File: src/rtl/mem_arb_pkg.sv
// Shared types for the unified-memory arbiter: FSM states, port indices
// and write-enable encodings.
package mem_arb_pkg;

  typedef enum logic [1:0] {
    ST_IDLE  = 2'd0,
    ST_ISSUE = 2'd1,
    ST_WAIT  = 2'd2,
    ST_DONE  = 2'd3
  } arb_state_t;

  typedef enum logic {
    PORT_D = 1'b0,
    PORT_I = 1'b1
  } port_t;

  localparam logic [1:0] WE_NONE = 2'b00;
  localparam logic [1:0] WE_BYTE = 2'b01;
  localparam logic [1:0] WE_HALF = 2'b10;
  localparam logic [1:0] WE_WORD = 2'b11;

  function automatic logic is_write(input logic [1:0] we);
    return we != WE_NONE;
  endfunction

endpackage

File: src/rtl/arb_pick.sv
// Combinational winner selection between the data and instruction ports.
// ARB_ROUND_ROBIN_EN selects round-robin tie-breaking; otherwise data wins ties.
module arb_pick
  import mem_arb_pkg::*;
(
  input  logic  d_req,
  input  logic  i_req,
`ifdef ARB_ROUND_ROBIN_EN
  input  port_t last,
`endif
  output port_t win
);

  always_comb begin
    win = PORT_D;
`ifdef ARB_ROUND_ROBIN_EN
    if (i_req && !d_req) begin
      win = PORT_I;
    end else if (i_req && d_req && (last == PORT_D)) begin
      win = PORT_I;
    end
`else
    if (i_req && !d_req) begin
      win = PORT_I;
    end
`endif
  end

endmodule

File: src/rtl/mem_arbiter.sv
// Shares one single-port memory between instruction fetch and data access.
// Define ARB_ROUND_ROBIN_EN for round-robin arbitration (default: data priority).
module mem_arbiter
  import mem_arb_pkg::*;
#(
  parameter int unsigned XLEN    = 32,
  parameter int unsigned AW      = 32,
  parameter int unsigned MEM_LAT = 1
) (
  input  logic            clk,
  input  logic            rst,
  input  logic            d_req,
  input  logic [AW-1:0]   d_addr,
  input  logic [1:0]      d_we,
  input  logic [XLEN-1:0] d_wd,
  input  logic            i_req,
  input  logic [AW-1:0]   i_addr,
  output logic            d_ack,
  output logic            i_ack,
  output logic [XLEN-1:0] rdata,
  output logic            busy,
  output logic            mem_en,
  output logic [1:0]      mem_we,
  output logic [AW-1:0]   mem_addr,
  output logic [XLEN-1:0] mem_wd,
  input  logic [XLEN-1:0] mem_rd
);

  localparam int unsigned CNT_W = $clog2(MEM_LAT + 1);

  arb_state_t        r_state;
  arb_state_t        w_state_nxt;
  port_t             r_gnt;
  port_t             w_win;
  logic [CNT_W-1:0]  r_cnt;
  logic [CNT_W-1:0]  w_cnt_nxt;
  logic [XLEN-1:0]   r_rdata;
  logic [AW-1:0]     r_addr;
  logic [XLEN-1:0]   r_wd;
  logic [1:0]        r_we;
  logic              w_grant;
  logic              w_capture;

`ifdef ARB_ROUND_ROBIN_EN
  port_t             r_last;
`endif

  arb_pick u_pick (
    .d_req (d_req),
    .i_req (i_req),
`ifdef ARB_ROUND_ROBIN_EN
    .last  (r_last),
`endif
    .win   (w_win)
  );

  always_comb begin
    w_state_nxt = r_state;
    w_cnt_nxt   = r_cnt;
    w_grant     = 1'b0;
    w_capture   = 1'b0;
    case (r_state)
      ST_IDLE: begin
        if (d_req || i_req) begin
          w_grant     = 1'b1;
          w_state_nxt = ST_ISSUE;
        end
      end
      ST_ISSUE: begin
        if (is_write(r_we)) begin
          w_state_nxt = ST_DONE;
        end else begin
          w_cnt_nxt   = CNT_W'(MEM_LAT - 1);
          w_state_nxt = ST_WAIT;
        end
      end
      ST_WAIT: begin
        if (r_cnt != '0) begin
          w_cnt_nxt = r_cnt - CNT_W'(1);
        end else begin
          w_capture   = 1'b1;
          w_state_nxt = ST_DONE;
        end
      end
      ST_DONE: begin
        w_state_nxt = ST_IDLE;
      end
      default: begin
        w_state_nxt = ST_IDLE;
      end
    endcase
  end

  // Payload is latched on grant rather than muxed in ISSUE: requesters hold it
  // stable, so ISSUE sees the same values with no req-to-mem combinational path.
  always_ff @(posedge clk or posedge rst) begin
    if (rst) begin
      r_state <= ST_IDLE;
      r_gnt   <= PORT_D;
      r_cnt   <= '0;
      r_rdata <= '0;
      r_addr  <= '0;
      r_wd    <= '0;
      r_we    <= WE_NONE;
`ifdef ARB_ROUND_ROBIN_EN
      r_last  <= PORT_I;
`endif
    end else begin
      r_state <= w_state_nxt;
      r_cnt   <= w_cnt_nxt;
      if (w_grant) begin
        r_gnt <= w_win;
`ifdef ARB_ROUND_ROBIN_EN
        r_last <= w_win;
`endif
        if (w_win == PORT_D) begin
          r_addr <= d_addr;
          r_wd   <= d_wd;
          r_we   <= d_we;
        end else begin
          r_addr <= i_addr;
          r_we   <= WE_NONE;
        end
      end
      if (w_capture) begin
        r_rdata <= mem_rd;
      end
    end
  end

  assign mem_en   = (r_state == ST_ISSUE);
  assign mem_we   = mem_en ? r_we : WE_NONE;
  assign mem_addr = r_addr;
  assign mem_wd   = r_wd;
  assign busy     = (r_state != ST_IDLE);
  assign d_ack    = (r_state == ST_DONE) && (r_gnt == PORT_D);
  assign i_ack    = (r_state == ST_DONE) && (r_gnt == PORT_I);
  assign rdata    = r_rdata;

endmodule

File: config.mk
export PLATFORM = sky130hd
export DESIGN_NAME = mem_arbiter
export DESIGN_NICKNAME = d
export VERILOG_FILES = /design/src/rtl/mem_arb_pkg.sv /design/src/rtl/arb_pick.sv /design/src/rtl/mem_arbiter.sv
export SDC_FILE = /design/constraint.sdc
export NUM_CORES = 1
export LEC_CHECK = 0
export BUFFER_PORTS_ARGS = -buffer_cell sky130_fd_sc_hd__buf_4
export CAP_MARGIN = 20
export CELL_PAD_IN_SITES_DETAIL_PLACEMENT = 1
export CELL_PAD_IN_SITES_GLOBAL_PLACEMENT = 1
export CORE_MARGIN = 3
export CORE_UTILIZATION = 33
export DETAILED_ROUTE_END_ITERATION = 8
export HOLD_SLACK_MARGIN = 0.12
export PLACE_DENSITY_LB_ADDON = 0.1
export SLEW_MARGIN = 10
export SYNTH_ARGS = -nofsm -noshare
export SYNTH_HDL_FRONTEND = slang
export SYNTH_SLANG_ARGS = --single-unit
File: constraint.sdc
create_clock -name clk -period 3.12 [get_ports clk]
set_clock_uncertainty 0.05 [all_clocks]
set_input_delay 0.156 -clock clk [delete_from_list [all_inputs] [get_ports clk]]
set_output_delay 0.156 -clock clk [all_outputs]
set_load 0.005 [all_outputs]
# Word level (Yosys, flattened, before mapping)
# Index checks and enable logic that the tools add are counted.
# Widths: inputs -> output; s select.
dict set report op_classes {
  bitwise_logic 2
  n_reduce_logical 12
  n_addsub 1
  muxes 15
  n_eq_ne 6
}
# cell n
set ops {}
lappend ops {{$mux 32} 1}
lappend ops {{$mux 1} 8}
lappend ops {{$mux 2} 4}
lappend ops {{$pmux 2 s4} 1}
lappend ops {{$ne 2x2->1 const B} 3}
lappend ops {{$reduce_and 2->1} 3}
lappend ops {{$reduce_bool 2->1} 3}
lappend ops {{$eq 2x2->1 const B} 2}
lappend ops {{$logic_and 1x1->1} 3}
lappend ops {{$eq 2x1->1 const B} 1}
lappend ops {{$logic_not 2->1} 1}
lappend ops {{$not 1->1} 2}
lappend ops {{$pmux 1 s2} 1}
lappend ops {{$logic_not 1->1} 1}
lappend ops {{$logic_or 1x1->1} 1}
lappend ops {{$sub 1x1->1 const B} 1}
dict set report word_totals {
  word_cells 43
  ff_bits 102
  input_bits 134
  output_inout_bits 102
}

# Logic depth before layout (Yosys ltp)
dict set report depth {
  word_depth 5
  mapped_depth 7
  mapped_depth_nobuf 5
}

# By module
# Synthesis repeated with hierarchy kept, for this count alone.
dict set report hier_totals {
  hier_cells 305
  hier_area_um2 4289.1
}
# mod instances area_per_inst_um2 seq_area_each_um2 cells_each
set by_module_without_submodules {}
lappend by_module_without_submodules {mem_arbiter 1 4275.4 2527.4 304}
lappend by_module_without_submodules {arb_pick 1 13.8 0.0 1}

# Worst setup path after synthesis
# OpenSTA, ideal clock, no wires.
dict set report synth_timing {
  kind {reg-to-reg}
  start {register r_state[0]}
  end {register r_rdata[20] (netlist: rdata[20])}
  path_buffers 2
  period_less_slack_ps 1564
  setup_time_ps 125
  arrival_ps 1390
  stages_incl_launch_ff 6
  required_ps 2945
  slack_ps 1556
  cell_sequence {dfrtp_1 inv_1 ha_1 clkbuf_1 buf_2 mux2_2}
}
dict set report synth_between {
  elab_chain_len 2
}
# element line_no
set synth_rtl {}
lappend synth_rtl {{from (decl)} mem_arbiter.sv:31} ;# arb_state_t r_state;
lappend synth_rtl {{from (signal assigned)} mem_arbiter.sv:109} ;# r_state <= w_state_nxt;
lappend synth_rtl {{$eq 2x2->1} mem_arbiter.sv:62} ;# case (r_state)
lappend synth_rtl {{$mux 1} mem_arbiter.sv:62}
lappend synth_rtl {{to (signal assigned)} mem_arbiter.sv:126} ;# r_rdata <= mem_rd;
lappend synth_rtl {{to (decl)} mem_arbiter.sv:37} ;# logic [XLEN-1:0] r_rdata;
# No other way between the ends.
# A chain may end at the register's enable or synchronous reset.

# Worst setup path in the final report
dict set report layout_timing {
  start {register r_state[0]}
  end {register r_wd[1] (netlist: mem_wd[1])}
}
dict set report layout_between {
  elab_chain_len 3
}
# element line_no
set layout_rtl {}
lappend layout_rtl {{$logic_not 2->1} mem_arbiter.sv:62}
lappend layout_rtl {{$mux 1} mem_arbiter.sv:62}
lappend layout_rtl {{$reduce_and 2->1 (no source line)} --}
lappend layout_rtl {{to (signal assigned)} mem_arbiter.sv:118} ;# r_wd <= d_wd;
lappend layout_rtl {{to (decl)} mem_arbiter.sv:39} ;# logic [XLEN-1:0] r_wd;
# No other way between the ends.

==> flow_metrics.tcl <==
set metrics [dict create \
    status "complete, no violations" \
    fmax_mhz 459 \
    synth-compound-area-share_pct 11.4 \
    pre_cts_ws_ns 0.940 \
    drt-total-wl_um 15200 \
    synth_most_common_cell "dfrtp_1" \
    slowest_stage "nand2_2" \
    htreeDepth 3 \
    wl_per_cell_um 18.0 \
    power.density_mw_per_mm2 815 \
    power.share.clock_pct 17.8 \
    synth_cell_type_count 23 \
    numCtsBuffers 9 \
    core_area_mm2 0.0121 \
    final_cells 845 \
    crit_path_max_incr_delay_ns 0.53 \
    p_comb_share_pct 44.5 \
    grt_pass1_vias 4553 \
    hold_viol 0 \
    dr.pass1.iters 4 \
    drtAntennaViolNets 0 \
    yosys_warnings 0 \
    cts_root_buffer "clkbuf_16" \
    syn_inst 309 \
    maxCapViolations 0 \
    synth.avg_cell_area_um2 13.4 \
    cp.arrival_ns 2.35 \
    startpoint_type "flop" \
    min_path_cells 2 \
    endpoint_kind "flop" \
    chipHeight_um 118 \
    period_needed_ns 2.18 \
    seq_power_share_pct 37.6 \
    peakVddDrop_mv 0.305 \
    cts_tree "yes" \
    synthAdderAreaFrac_pct 1.52 \
    maxSlewViolCount 0 \
    fp.dieW_um 118 \
    multi_input_area_mm2 0.00143 \
    dp_hpwl_um 9040 \
    path_clk_slew_ns 0.07 \
    ctsResizeCount 0 \
    synth_seq_area_share_pct 61.2 \
    vias 3938 \
    synth_top_area_cell "dfrtp_1" \
    synth_area_leaders "dfrtp_1 61%, mux2_2 15%, a22oi_1 5.8%, o21ai_1 3.9%, nand2_1 3.0%" \
    muxShareOfSynthArea_pct 17.5 \
    n_fill_cell 1271 \
    rsz0062_at_grt "false" \
    drive_gt1_share_pct 46.7 \
    worst_pin_slew_ns 0.886 \
    synth-async-reset-ratio_pct 100 \
    io_pins 236 \
    clockBufferDepth 2 \
    postCtsSetupRepairBufs 0 \
    overflow 0 \
    num_rows 40 \
    dp.cells 695 \
    fin_ws_ns 0.940 \
    synth_xor_area_share_pct 0 \
    initial_core_util_pct 34.1 \
    syn_nets 448 \
    timing.setup.tns_ns 0 \
    synth.ff_latch_count 101 \
    crit_required_ns 3.29 \
    drc 0 \
    synthSimpleGateAreaFrac_pct 4.33 \
    switchingPower_uw 1960 \
    p_leak_uw 0.00360 \
    slew_headroom_pct 40.7 \
    min_period_over_period_pct 69.9 \
    antenna_found_initial 1 \
    swShare_pct 31.4 \
    dieArea_mm2 0.0139 \
    cts_sinks 101 \
    finalSetupViolations 0 \
    synth_common_cells "101 x dfrtp_1, 55 x mux2_2, 33 x nand2_1, 32 x a22oi_1, 32 x o21ai_1" \
    p_int_uw 4280 \
    worstSetupPathType "flop to flop" \
    grt_use_total_pct 22.4 \
    cp_max_fo 32 \
    crit_chain "inv_1, ha_1, nand2_2, mux2_1" \
    netlist_area_mm2 0.00413 \
    grt_pass1_wl_um 24600 \
    drt_first_iter_violations 94 \
    synth_top_family_by_area "multiplexers" \
    gp_congestion 0.701 \
    syn_to_final_growth_pct 85.5 \
    synth_edf_count 0 \
    final-seq-area_mm2 0.00253 \
    synth_top_area_share_pct 61.2 \
    port_buffers 235 \
    grt_max_degree 48 \
    fin_nets 810 \
    clk_latency_ns 0.33 \
    ys.flop_type "dfrtp_1" \
    hold_path.class "input port to flop" \
    rr_worst_depth 4 \
    vias_per_cell 4.66 \
]
==> cells by family after synthesis <==
group,after synthesis
multiplexers,64
AND/OR/NAND/NOR,41
adder cells (fa/ha/maj),5
AO/OA/AOI/OAI,72
flip-flops,101
buffers and inverters,26
==> final cells by class <==
type	instances	area share, %
Tap cell	168	2.75
Timing Repair Buffer	373	41.4
Clock inverter	4	0.621
Sequential cell	101	33.0
Multi-Input combinational cell	182	18.7
Antenna cell	1	0.0327
Clock buffer	12	3.22
Inverter	4	0.229
==> worst max-delay path, delay by kind of cell, from the launching register on <==
family,cells,cell delay [ns]
DFF,1,0.41
adders and majority gates,1,0.38
buffers and inverters,1,0.16
muxes,1,0.52
and+or+nand+nor,1,0.53
==> metrics by stage <==
| stage | instance area [um2] | total power (uW) | utilization, % | hold slack, ns |
|---|---|---|---|---|
| finish | 7660 | 6240 | 63.2 | 0.291 |
| CTS | 7620 | 6200 | 62.9 | 0.124 |
| detailed placement | 6010 | 4930 | 49.6 | 0.236 |
| floorplan | 4130 | 3480 | - | 0.238 |
| global placement | 5980 | 4800 | 49.4 | 0.318 |
| global route | 7660 | 6670 | 63.2 | 0.303 |
==> cells in the final DEF, fill, tap and decap left out, drive strengths merged, types with 3 or more instances in the layout <==
master,netlist,final
o21ai,35,35
dfrtp,101,101
nand2,34,34
buf,19,241
mux2,64,64
inv,4,4
clkbuf,3,12
dlygate4sd3,0,132
a22oi,33,33
and2,3,3
ha,5,5
==> path summary, 6_finish.rpt <==
path / startpoint / slack, ns / to
max in group asynchronous: rst / 1.73 / mem_addr[25]
min in group asynchronous: rst / 0.43 / mem_wd[30]
max reg2reg: r_state[0] / 0.94 / mem_wd[1]
min: d_req / 0.29 / r_gnt
min reg2reg: mem_addr[30] / 0.44 / mem_addr[30]
max: r_state[0] / 0.94 / mem_wd[1]
==> flip-flops by register name, summed over array words and instances, names as in the netlist <==
| register | cells |
|---|---|
| mem_wd | 32 |
| r_we | 2 |
| rdata | 32 |
| r_gnt | 1 |
| r_state | 2 |
| mem_addr | 32 |
==> layer usage <==
layer,wire [um],share of wire [%],global-route usage (%),up-vias
li1,-,-,-,1817
met1,5580,37,24.1,1931
met2,8230,54,41.0,160
met3,958,6.3,6.10,30
met4,475,3.1,9.52,0
met5,0,0,0,-
==> power groups by stage <==
stage	combinational, uW	clock (uW)	sequential, uW
2_1_floorplan	1120	0	2360
3_3_place_gp	2500	0	2310
3_5_place_dp	2580	0	2350
4_1_cts	2730	1150	2330
5_1_grt	3030	1200	2440
6_report	2780	1110	2350
==> what timing repair did <==
action / CTS / global route
endpoints found under the setup margin: 0 / 0
endpoints found under the hold margin: 145 / 1
hold buffers: 131 / 1
(Power assumes the default switching activity.)
